## config.mk

```make
export PLATFORM = sky130hd
export DESIGN_NAME = pipeline_hazard_ctrl
export DESIGN_NICKNAME = d
export VERILOG_FILES = /design/src/rtl/pipeline_hazard_ctrl.sv
export SDC_FILE = /design/constraint.sdc
export NUM_CORES = 1
export LEC_CHECK = 0
export CORE_MARGIN = 2
export CORE_UTILIZATION = 45
export CTS_CLUSTER_SIZE = 40
export DETAILED_ROUTE_END_ITERATION = 12
export GPL_TIMING_DRIVEN = 1
export MAX_ROUTING_LAYER = met4
export PLACE_DENSITY = 0.86
export SYNTH_ARGS = -nofsm -noshare
export SYNTH_HDL_FRONTEND = slang
export SYNTH_SLANG_ARGS = --single-unit
```

## constraint.sdc

```tcl
create_clock -name clk -period 5.2 [get_ports clk]
set_input_delay 1.04 -clock clk [delete_from_list [all_inputs] [get_ports clk]]
set_output_delay 1.04 -clock clk [all_outputs]
set_load 0.01 [all_outputs]
```

## src/rtl/pipeline_hazard_ctrl.sv

```systemverilog
// Hazard and redirect controller for the 5-stage pipeline: per-stage stall/flush/bubble
// controls, a held fetch redirect, and wrapping redirect / load-use event counters.
//
// state      | meaning
// -----------+------------------------------------------------------------
// S_IDLE     | normal flow; jumps are accepted, load-use hazards detected
// S_REDIRECT | redirect held to fetch until if_redirect_ack; jumps ignored
module pipeline_hazard_ctrl #(
  parameter int ADDR_WIDTH = 64,
  parameter int CNT_WIDTH  = 16
) (
  input  logic                  clk,
  input  logic                  reset,
  input  logic                  ex_jump_signal,
  input  logic [ADDR_WIDTH-1:0] ex_jump_pc,
  input  logic                  ex_ready,
  input  logic                  ex_is_mem_load,
  input  logic [4:0]            ex_dst_reg,
  input  logic [4:0]            id_src1,
  input  logic [4:0]            id_src2,
  input  logic                  id_uses_src2,
  input  logic                  if_redirect_ack,
  output logic                  if_redirect_valid,
  output logic [ADDR_WIDTH-1:0] if_redirect_pc,
  output logic                  stall_if,
  output logic                  stall_id,
  output logic                  flush_if_id,
  output logic                  flush_id_ex,
  output logic                  bubble_ex,
  output logic [CNT_WIDTH-1:0]  redirect_count,
  output logic [CNT_WIDTH-1:0]  loaduse_count
);

  typedef enum logic {
    S_IDLE     = 1'b0,
    S_REDIRECT = 1'b1
  } state_e;

  state_e                state_q, state_d;
  logic [ADDR_WIDTH-1:0] pc_q, pc_d;
  logic [CNT_WIDTH-1:0]  redirect_cnt_q, redirect_cnt_d;
  logic [CNT_WIDTH-1:0]  loaduse_cnt_q, loaduse_cnt_d;

  logic in_idle;
  logic jump_accept;
  logic src_match;
  logic load_use_hit;
  logic load_use_stall;

  assign in_idle     = (state_q == S_IDLE);
  assign jump_accept = in_idle && ex_jump_signal && ex_ready;

  assign src_match    = (ex_dst_reg == id_src1) ||
                        (id_uses_src2 && (ex_dst_reg == id_src2));
  assign load_use_hit = in_idle && ex_is_mem_load && (ex_dst_reg != 5'd0) && src_match;

  // Only a load-use stall that actually inserts a bubble is counted.
  assign load_use_stall = load_use_hit && ex_ready && !jump_accept;

  always_ff @(posedge clk or negedge reset) begin
    if (!reset) begin
      state_q <= S_IDLE;
    end else begin
      state_q <= state_d;
    end
  end

  always_comb begin
    state_d = state_q;
    case (state_q)
      S_IDLE:     if (jump_accept)     state_d = S_REDIRECT;
      S_REDIRECT: if (if_redirect_ack) state_d = S_IDLE;
      default:                         state_d = S_IDLE;
    endcase
  end

  always_comb begin
    pc_d           = pc_q;
    redirect_cnt_d = redirect_cnt_q;
    loaduse_cnt_d  = loaduse_cnt_q;
    if (jump_accept) begin
      pc_d           = ex_jump_pc;
      redirect_cnt_d = redirect_cnt_q + 1'b1;
    end
    if (load_use_stall) begin
      loaduse_cnt_d = loaduse_cnt_q + 1'b1;
    end
  end

  always_ff @(posedge clk or negedge reset) begin
    if (!reset) begin
      pc_q           <= '0;
      redirect_cnt_q <= '0;
      loaduse_cnt_q  <= '0;
    end else begin
      pc_q           <= pc_d;
      redirect_cnt_q <= redirect_cnt_d;
      loaduse_cnt_q  <= loaduse_cnt_d;
    end
  end

  // Reset gates the combinational controls too, so nothing leaks out while held.
  always_comb begin
    if_redirect_valid = 1'b0;
    stall_if          = 1'b0;
    stall_id          = 1'b0;
    flush_if_id       = 1'b0;
    flush_id_ex       = 1'b0;
    bubble_ex         = 1'b0;
    if (reset) begin
      case (state_q)
        S_IDLE: begin
          if (jump_accept) begin
            flush_if_id = 1'b1;
            flush_id_ex = 1'b1;
          end else if (!ex_ready) begin
            stall_if = 1'b1;
            stall_id = 1'b1;
          end else if (load_use_hit) begin
            stall_if  = 1'b1;
            stall_id  = 1'b1;
            bubble_ex = 1'b1;
          end
        end
        S_REDIRECT: begin
          if_redirect_valid = 1'b1;
          flush_if_id       = 1'b1;
          stall_id          = !ex_ready;
        end
        default: ;
      endcase
    end
  end

  assign if_redirect_pc = pc_q;
  assign redirect_count = redirect_cnt_q;
  assign loaduse_count  = loaduse_cnt_q;

endmodule

```

==> results of run 1 <==
cells by family after synthesis:
logic type	count (synthesis)
and+or+nand+nor	65
AOI/OAI and AO/OA	6
buffers and inverters	13
muxes	66
DFF	97
adders and majority gates	2
xor gates and xnor gates	40
synthesized netlist by cell type, drive strengths merged:
library cell | number | share of area (%)
or2 | 1 | 0.15
or4 | 1 | 0.18
a21oi | 2 | 0.25
dfrtp | 97 | 60
nand2 | 11 | 1.0
nor3 | 6 | 0.74
nand4 | 4 | 0.62
inv | 3 | 0.28
xnor2 | 11 | 2.4
nor2 | 5 | 0.46
nor4b | 2 | 0.43
and4b | 1 | 0.25
and2 | 1 | 0.15
nand3 | 9 | 1.1
and4 | 3 | 0.65
nor2b | 2 | 0.31
mux2 | 66 | 18
clkbuf | 1 | 0.092
and3 | 9 | 1.4
nor4 | 10 | 2.7
o21ai | 2 | 0.25
buf | 9 | 1.3
a32oi | 1 | 0.22
xor2 | 29 | 6.3
ha | 2 | 0.62
o22ai | 1 | 0.15
power by group through the flow:
stage | registers (mW) | clock network, mW | logic [mW]
finish | 0.964 | 0.542 | 0.613
global route | 0.984 | 0.592 | 0.652
CTS | 0.965 | 0.556 | 0.623
detailed placement | 0.980 | 0 | 0.620
global placement | 0.970 | 0 | 0.608
floorplan | 1.04 | 0 | 0.161
layout make-up:
| class | instances | area, µm² |
|---|---|---|
| multi-input cells | 179 | 1570 |
| repair buffers | 191 | 1900 |
| well taps | 108 | 135 |
| flip-flops and latches | 97 | 2430 |
| clock inverters | 6 | 90.1 |
| fillers | 590 | 2450 |
| inverters | 3 | 11.3 |
| clock buffers | 10 | 138 |
layer usage:
layer | track usage [%] | up-vias
li1 | - | 1398
met1 | 25.4 | 1462
met2 | 31.7 | 132
met3 | 5.39 | 28
met4 | 7.69 | 0
met5 | - | -
per-stage QoR:
| step | cells | total power [mW] | hold WS [ns] | setup WS [ns] |
|---|---|---|---|---|
| 2_1_floorplan | 289 | 1.20 | 0.504 | 1.70 |
| 3_3_place_gp | 578 | 1.58 | 0.462 | 0.808 |
| 3_5_place_dp | 578 | 1.60 | 0.473 | 0.772 |
| 4_1_cts | 594 | 2.14 | 0.490 | 0.762 |
| 5_1_grt | 594 | 2.23 | 0.497 | 0.670 |
| 6_report | 594 | 2.12 | 0.484 | 0.770 |
worst register-to-register path, cell delays in order, from the launching register on:
cell     delay, ns
dfrtp_1       0.42
nor2b_1       0.43
nand4_1       0.39
nor4_1        0.39
xor2_1        0.17
path summary, 6_finish.rpt:
kind | startpoint | to | slack [ns] | depth (start not counted)
worst max register to register | state_q$_DFF_PN0_ | loaduse_count[15]$_DFFE_PN0P_ | 3.34 | 4
min in group asynchronous | reset | redirect_count[13]$_DFFE_PN0P_ | 0.65 | 1
worst min-delay path | redirect_count[15]$_DFFE_PN0P_ | redirect_count[15]$_DFFE_PN0P_ | 0.48 | 1
worst min register to register | redirect_count[15]$_DFFE_PN0P_ | redirect_count[15]$_DFFE_PN0P_ | 0.48 | 1
worst max-delay path | ex_dst_reg[1] | bubble_ex | 0.77 | 8
max in group asynchronous | reset | if_redirect_pc[22]$_DFFE_PN0P_ | 3.40 | 2
sequential cells by signal, indices dropped and copies added (netlist names):
| signal | cells |
|---|---|
| if_redirect_pc | 64 |
| loaduse_count | 16 |
| state_q | 1 |
| redirect_count | 16 |
==> run_results.csv, run 1 <==
group,metric,value,unit
finish,final_nets,569,
setup_path,critPathArrivalTime,3.39,ns
drt,routed_wl,9690,µm
setup_path,slowest_delay,0.56,ns
drt,drtAntennaViolNets,0,
pwr,ir_worst_vdd,0.000235,V
finish,antenna_cells,0,
setup_path,critPathMaxFanout,16,
drt,vias,3020,
clock_tree,hold_buffers,0,
drt,drc,0,
timing,setup_violations,0,
global_routing,gr-total-overflow,0,
flow_run,drv_cap,0,
clock_tree,clk_pin_slew,0.09,ns
timing,finalMaxSlewViolations,0,
placed_design,placed_area,0.00604,mm²
timing,rsz0062_at_grt,"no",
timing,setup_tns,0,ns
logic_synthesis,synthMuxAreaShare,18.3,%
floorplan,die_width,99.0,µm
finish,final_common_cell,"clkdlybuf4s50_1",
logic_synthesis,ys_seq_area_share,59.8,%
global_routing,antenna_found_initial,0,
logic_synthesis,synth-simple-area-share,10.1,%
global_routing,grt_usage,20.3,%
placed_design,portBuffers,187,
setup_path,path_common_cell,"clkdlybuf4s50_1",
pwr,switching_share,26.3,%
drt,firstDrtPassIters,4,
clock_tree,ctsRootBufferMaster,"clkbuf_8",
floorplan,dieArea,0.00980,mm²
pwr,comb_power_share,28.9,%
setup_path,start_kind,"input port",
logic_synthesis,yosysWarningCount,0,
placed_design,gp_congestion,0.817,
global_routing,grt_max_degree,68,
clock_tree,post_cts_resized,0,
setup_path,cpLargestDelayFamily,"buffers and inverters",
setup_path,worst_setup_path_end_kind,"output pin",
timing,finalHoldViolCount,0,
finish,postLayoutCoreUtil,71.9,%
logic_synthesis,synth_fa_ha_area_share,0.616,%
pwr,pwr-share-clk,25.6,%
logic_synthesis,synth_top_family_by_area,"multiplexers",
min_path,hold_class,"reg2reg",
finish,area_delta_synth_final,54.4,%
clock_tree,cts_inserted_buffers,9,
floorplan,start_util,46.6,%
status,status,"complete, no violations",
floorplan,die_y,99.0,µm
pwr,power_density,338,mW/mm²
drt,dr.max_layer_used,"met4",
pwr,seq_power_share,45.5,%
clock_tree,cts_tree,"done",
clock_tree,cts_sinks,97,
timing,worst_clock_skew,0.00661,ns
drt,routed_via_density,5.08,
setup_path,worst-setup-path-type,"in2out",
finish,final_cell_area,0.00627,mm²
drt,wl_per_cell,16.3,µm
logic_synthesis,synth_compound_area_share,0.863,%
floorplan,coreArea,0.00872,mm²
timing,maxSlewHeadroom,45.4,%
logic_synthesis,ys_types,31,
logic_synthesis,ys_ff_latch,97,
timing,worst_pin_slew,0.819,ns
pwr,intPower,1.56,mW
logic_synthesis,synthCells,289,
global_routing,grt_pass1_vias,3119,
timing,min_period_over_period,85.2,%
finish,layout_common_cells,"186 x clkdlybuf4s50_1, 97 x dfrtp_1, 66 x mux2_2, 29 x xor2_1, 11 x xnor2_1",
drt,dr_wl_met3,738,µm
floorplan,rows,34,
clock_tree,clk_latency,0.34,ns
clock_tree,clock_path_buffers,2,
timing,min_period,4.43,ns
pwr,p_leak,2.73,nW
clock_tree,cts_max_level,3,
drt,wl_met1,3930,µm
pwr,p_switching,0.557,mW
setup_path,path_cells,"clkdlybuf4s50_1 > xor2_1 > nor4_1 > a32oi_1 > buf_4 > or2_2 > nor3_1 > clkdlybuf4s50_1",
setup_path,crit_required,4.16,ns
setup_path,crit_buf_inv,3,
drt,drt_iter0_markers,68,
setup_path,critical-path-slowest-cell,"clkdlybuf4s50_1",
timing,max_freq,0.226,GHz
drt,met2_length,4780,µm
logic_synthesis,syn-num-nets,377,
logic_synthesis,synth_xor_area_share,8.63,%
logic_synthesis,syn_avg_cell_area,14.0,µm²
global_routing,grt_pass1_wl,15400,µm
logic_synthesis,netlist_area,0.00406,mm²
floorplan,num_io_pins,188,
finish,drive_above_1_share,19.5,%
placed_design,dpl.hpwl,7220,µm
clock_tree,cts_setup_buffers,0,
No activity file was read; power rests on OpenSTA's default activity.
==> run 2: changes to the inputs <==
--- a/config.mk
+++ b/config.mk
@@ -5,6 +5,7 @@
 export SDC_FILE = /design/constraint.sdc
 export NUM_CORES = 1
 export LEC_CHECK = 0
+export CORE_ASPECT_RATIO = 2
 export CORE_MARGIN = 2
 export CORE_UTILIZATION = 45
 export CTS_CLUSTER_SIZE = 40
==> run_results.csv, run 2 (synthesis results as in run 1) <==
group,metric,value,unit
min_path,hold_class,"reg2reg",
global_routing,grt_usage,22.0,%
pwr,ir_worst_vdd,0.000264,V
timing,worst_clock_skew,0.00704,ns
timing,setup_ws,0.755,ns
setup_path,critPathArrivalTime,3.41,ns
drt,routed_via_density,5.16,
global_routing,grt_max_degree,68,
drt,drt_iter0_markers,157,
finish,final_common_cell,"clkdlybuf4s50_1",
setup_path,crit_required,4.16,ns
timing,min_period_over_period,85.5,%
drt,firstDrtPassIters,4,
finish,nFillCells,674,
setup_path,worst_setup_path_end_kind,"output pin",
timing,worst_pin_slew,0.835,ns
timing,setup_tns,0,ns
clock_tree,cts_max_level,3,
placed_design,post-place-ws,0.755,ns
pwr,comb_power_share,27.6,%
setup_path,path_common_cell,"clkdlybuf4s50_1",
setup_path,slowest_delay,0.57,ns
finish,antenna_cells,0,
finish,multi_input_area,0.00157,mm²
clock_tree,cts_setup_buffers,0,
placed_design,dpl.hpwl,7790,µm
timing,maxSlewHeadroom,44.4,%
finish,largest_reg_flops,64,
pwr,power_density,352,mW/mm²
floorplan,die_width,71.2,µm
placed_design,portBuffers,187,
drt,wl_per_cell,17.2,µm
placed_design,gp_congestion,0.780,
drt,routed_wl,10100,µm
global_routing,grt_pass1_wl,16300,µm
timing,rsz0062_at_grt,"no",
floorplan,num_io_pins,188,
finish,layout_common_cells,"186 x clkdlybuf4s50_1, 97 x dfrtp_1, 66 x mux2_2, 29 x xor2_1, 11 x xnor2_1",
clock_tree,ctsRootBufferMaster,"clkbuf_16",
finish,final_nets,569,
global_routing,gr-total-overflow,0,
finish,regArea,0.00243,mm²
clock_tree,post_cts_resized,0,
timing,max_freq,0.225,GHz
clock_tree,clk_latency,0.34,ns
timing,min_period,4.45,ns
pwr,p_leak,2.76,nW
timing,whs,0.474,ns
pwr,switching_share,26.6,%
clock_tree,cts_sinks,97,
clock_tree,clock_path_buffers,2,
floorplan,start_util,45.7,%
finish,drive_above_1_share,19.5,%
pwr,pwr-share-clk,29.1,%
setup_path,critical-path-slowest-cell,"clkdlybuf4s50_1",
floorplan,rows,49,
clock_tree,hold_buffers,0,
clock_tree,cts_tree,"done",
finish,postLayoutCoreUtil,71.2,%
clock_tree,clk_pin_slew,0.06,ns
setup_path,path_cells,"clkdlybuf4s50_1 > xor2_1 > nor4_1 > a32oi_1 > buf_4 > or2_2 > o22ai_1 > clkdlybuf4s50_1",
floorplan,coreArea,0.00889,mm²
setup_path,critPathMaxFanout,16,
setup_path,worst-setup-path-type,"in2out",
timing,finalHoldViolCount,0,
global_routing,antenna_found_initial,0,
pwr,intPower,1.64,mW
status,status,"complete, no violations",
drt,drc,0,
floorplan,dieArea,0.00984,mm²
finish,area_delta_synth_final,55.9,%
timing,setup_violations,0,
pwr,seq_power_share,43.4,%
drt,vias,3033,
pwr,p_switching,0.593,mW
timing,finalMaxSlewViolations,0,
pwr,total_power,2.23,mW
drt,drtAntennaViolNets,0,
clock_tree,cts_inserted_buffers,9,
setup_path,start_kind,"input port",
global_routing,grt_pass1_vias,3262,
flow_run,drv_cap,0,
floorplan,die_y,138,µm
## run 2: changes by cell type in the layout (fill, tap and decap cells not counted)
| cell | previous run | this run |
|---|---|---|
| clkbuf_16 | 0 | 9 |
| clkbuf_8 | 10 | 2 |
| bufinv_16 | 2 | 0 |
| inv_6 | 1 | 3 |
| clkinv_2 | 1 | 0 |
| clkinv_4 | 1 | 0 |
| inv_8 | 0 | 1 |
## run 2: worst paths after layout
path                                          startpoint                             end  slack [ns]  cells past startpoint
setup / recovery                           ex_dst_reg[4]                        stall_id        0.75                      8
hold / removal             loaduse_count[15]$_DFFE_PN0P_   loaduse_count[15]$_DFFE_PN0P_        0.47                      1
setup reg to reg                       state_q$_DFF_PN0_   loaduse_count[15]$_DFFE_PN0P_        3.26                      4
hold reg to reg            loaduse_count[15]$_DFFE_PN0P_   loaduse_count[15]$_DFFE_PN0P_        0.47                      1
max in group asynchronous                          reset   loaduse_count[13]$_DFFE_PN0P_        3.43                      2
min in group asynchronous                          reset  if_redirect_pc[44]$_DFFE_PN0P_        0.72                      1
## run 2: metal layers
metal / track usage (%) / up-vias / routed length, µm
li1: - / 1411 / -
met1: 22.7 / 1468 / 3520
met2: 39.5 / 130 / 5770
met3: 3.57 / 24 / 519
met4: 10.2 / 0 / 303
met5: - / - / 0
## run 2: cell type report
cell class                      instances  area share [%]
Sequential cell                        97            38.3
Timing Repair Buffer                  191            30.0
Multi-Input combinational cell        179            24.8
Clock buffer                           11            3.99
Tap cell                              102            2.02
Clock inverter                          5           0.711
Inverter                                3           0.178
## run 2: critical path: cells and delay by family
family,cells,cell delay (ns)
AO/OA/AOI/OAI,2,0.30
AND/OR/NAND/NOR,2,0.61
buffers and inverters,3,1.25
XOR/XNOR,1,0.19
## run 2: power groups by stage
stage	Combinational [mW]	Clock (mW)	Sequential (mW)
6_report	0.614	0.648	0.966
5_1_grt	0.653	0.697	0.984
4_1_cts	0.625	0.668	0.968
3_5_place_dp	0.622	0	0.982
3_3_place_gp	0.610	0	0.970
2_1_floorplan	0.161	0	1.04
## run 2: per-stage QoR
| step | std cells | instance area [µm²] |
|---|---|---|
| 2_1_floorplan | 289 | 4060 |
| 3_3_place_gp | 572 | 6030 |
| 3_5_place_dp | 572 | 6030 |
| 4_1_cts | 588 | 6330 |
| 5_1_grt | 588 | 6330 |
| 6_report | 588 | 6330 |
==> run 3: changes to the inputs <==
--- a/config.mk
+++ b/config.mk
@@ -5,14 +5,16 @@
 export SDC_FILE = /design/constraint.sdc
 export NUM_CORES = 1
 export LEC_CHECK = 0
+export CELL_PAD_IN_SITES_DETAIL_PLACEMENT = 1
+export CELL_PAD_IN_SITES_GLOBAL_PLACEMENT = 2
 export CORE_ASPECT_RATIO = 2
 export CORE_MARGIN = 2
-export CORE_UTILIZATION = 45
+export CORE_UTILIZATION = 28
 export CTS_CLUSTER_SIZE = 40
 export DETAILED_ROUTE_END_ITERATION = 12
 export GPL_TIMING_DRIVEN = 1
 export MAX_ROUTING_LAYER = met4
-export PLACE_DENSITY = 0.86
+export PLACE_DENSITY_LB_ADDON = 0.1
 export SYNTH_ARGS = -nofsm -noshare
 export SYNTH_HDL_FRONTEND = slang
 export SYNTH_SLANG_ARGS = --single-unit
==> run_results.csv, run 3 (synthesis results as in run 1) <==
group,metric,value,unit
clock_tree,hold_buffers,0,
setup_path,slowest_delay,0.57,ns
timing,setup_ws,0.850,ns
setup_path,critPathMaxFanout,3,
placed_design,dpl.hpwl,9190,µm
timing,min_period_over_period,83.6,%
placed_design,portBuffers,187,
flow_run,drv_cap,0,
min_path,hold_class,"reg2reg",
finish,final_cell_area,0.00648,mm²
drt,firstDrtPassIters,4,
drt,routed_via_density,4.46,
setup_path,critical-path-slowest-cell,"clkdlybuf4s50_1",
global_routing,grt_max_degree,68,
drt,drtAntennaViolNets,0,
clock_tree,clk_pin_slew,0.07,ns
finish,drive_above_1_share,19.5,%
pwr,total_power,2.30,mW
floorplan,dieArea,0.0155,mm²
clock_tree,cts_tree,"done",
status,status,"complete, no violations",
placed_design,post-place-ws,0.837,ns
global_routing,grt_pass1_vias,3343,
setup_path,crit_buf_inv,2,
timing,min_period,4.35,ns
min_path,min-delay-start,"loaduse_count[15]$_DFFE_PN0P_",
pwr,ir_worst_vdd,0.000154,V
clock_tree,clk_latency,0.34,ns
timing,whs,0.466,ns
clock_tree,cts_inserted_buffers,9,
timing,setup_violations,0,
finish,layout_common_cells,"186 x clkdlybuf4s50_1, 97 x dfrtp_1, 66 x mux2_2, 29 x xor2_1, 11 x xnor2_1",
global_routing,gr-total-overflow,0,
pwr,p_leak,2.79,nW
timing,worst_pin_slew,0.914,ns
placed_design,placed_area,0.00616,mm²
clock_tree,ctsRootBufferMaster,"clkbuf_16",
timing,max_freq,0.230,GHz
drt,drt_iter0_markers,45,
timing,maxSlewHeadroom,39.1,%
timing,setup_tns,0,ns
timing,finalMaxSlewViolations,0,
floorplan,rows,62,
setup_path,crit_required,4.16,ns
setup_path,critPathLaunch,"ex_dst_reg[1]",
timing,worst_clock_skew,0.00485,ns
floorplan,start_util,28.4,%
global_routing,grt_pass1_wl,18500,µm
floorplan,coreArea,0.0143,mm²
setup_path,path_cells,"clkdlybuf4s50_1 > xor2_1 > nor4_1 > a32oi_1 > or2_2 > o22ai_1 > clkdlybuf4s50_1",
finish,final_common_cell,"clkdlybuf4s50_1",
drt,wl_per_cell,17.6,µm
clock_tree,cts_setup_buffers,0,
global_routing,grt_usage,16.4,%
floorplan,num_io_pins,188,
clock_tree,post_cts_resized,0,
timing,rsz0062_at_grt,"no",
clock_tree,clock_path_buffers,2,
finish,largest_reg_flops,64,
drt,vias,3027,
pwr,power_density,355,mW/mm²
setup_path,start_kind,"input port",
clock_tree,cts_sinks,97,
setup_path,cpLargestDelayFamily,"buffers and inverters",
floorplan,die_width,89.2,µm
finish,nFillCells,1548,
placed_design,gp_congestion,0.754,
setup_path,critPathArrivalTime,3.31,ns
finish,area_delta_synth_final,59.6,%
finish,final_nets,571,
setup_path,reg2reg_from,"state_q$_DFF_PN0_",
setup_path,path_common_cell,"clkdlybuf4s50_1",
global_routing,antenna_found_initial,1,
setup_path,worst-setup-path-type,"in2out",
timing,finalHoldViolCount,0,
floorplan,die_y,174,µm
clock_tree,cts_max_level,3,
drt,routed_wl,12000,µm
drt,drc,0,
setup_path,worst_setup_path_end_kind,"output pin",
==> run 3: cell type report <==
| cell class | count | area [µm²] | area share, % |
|---|---|---|---|
| clock inverters | 3 | 65.1 | 1.00 |
| well taps | 192 | 240 | 3.71 |
| clock buffers | 11 | 253 | 3.90 |
| repair buffers | 193 | 1910 | 29.5 |
| inverters | 3 | 11.3 | 0.174 |
| flip-flops and latches | 97 | 2430 | 37.5 |
| diodes | 1 | 2.50 | 0.0386 |
| multi-input cells | 179 | 1570 | 24.2 |
==> run 3: worst paths after layout <==
kind	slack (ns)	depth (start not counted)	end
worst max-delay path	0.85	7	stall_id
worst min-delay path	0.47	1	loaduse_count[15]$_DFFE_PN0P_
worst max register to register	3.24	5	if_redirect_pc[9]$_DFFE_PN0P_
worst min register to register	0.47	1	loaduse_count[15]$_DFFE_PN0P_
max in group asynchronous	3.29	3	if_redirect_pc[6]$_DFFE_PN0P_
min in group asynchronous	0.81	2	if_redirect_pc[12]$_DFFE_PN0P_
==> run 3: power by group <==
part	leakage, nW	total, mW	internal, mW	switching (mW)
registers	1.20	0.966	0.886	0.0791
clock network	0.157	0.717	0.442	0.275
logic	1.43	0.621	0.392	0.228
total	2.79	2.30	1.72	0.583
==> run 3: worst register-to-register path, cell delays in order (launching register included) <==
cell and delay [ns]:
dfrtp_1 0.38, nor2b_1 0.06, buf_4 0.16, nand2_2 0.08
buf_4 0.64, mux2_2 0.53
==> run 3: per-layer routing <==
layer	wire length (µm)	track usage, %
met5	0	-
met4	265	6.22
met3	751	3.75
met2	6900	29.7
met1	4040	16.3
==> run 3: metrics by stage <==
stage	cells	utilization, %
final	679	45.4
after global routing	679	45.4
after global placement	664	43.2
after floorplan	289	-
after detailed placement	664	43.2
after CTS	678	45.4
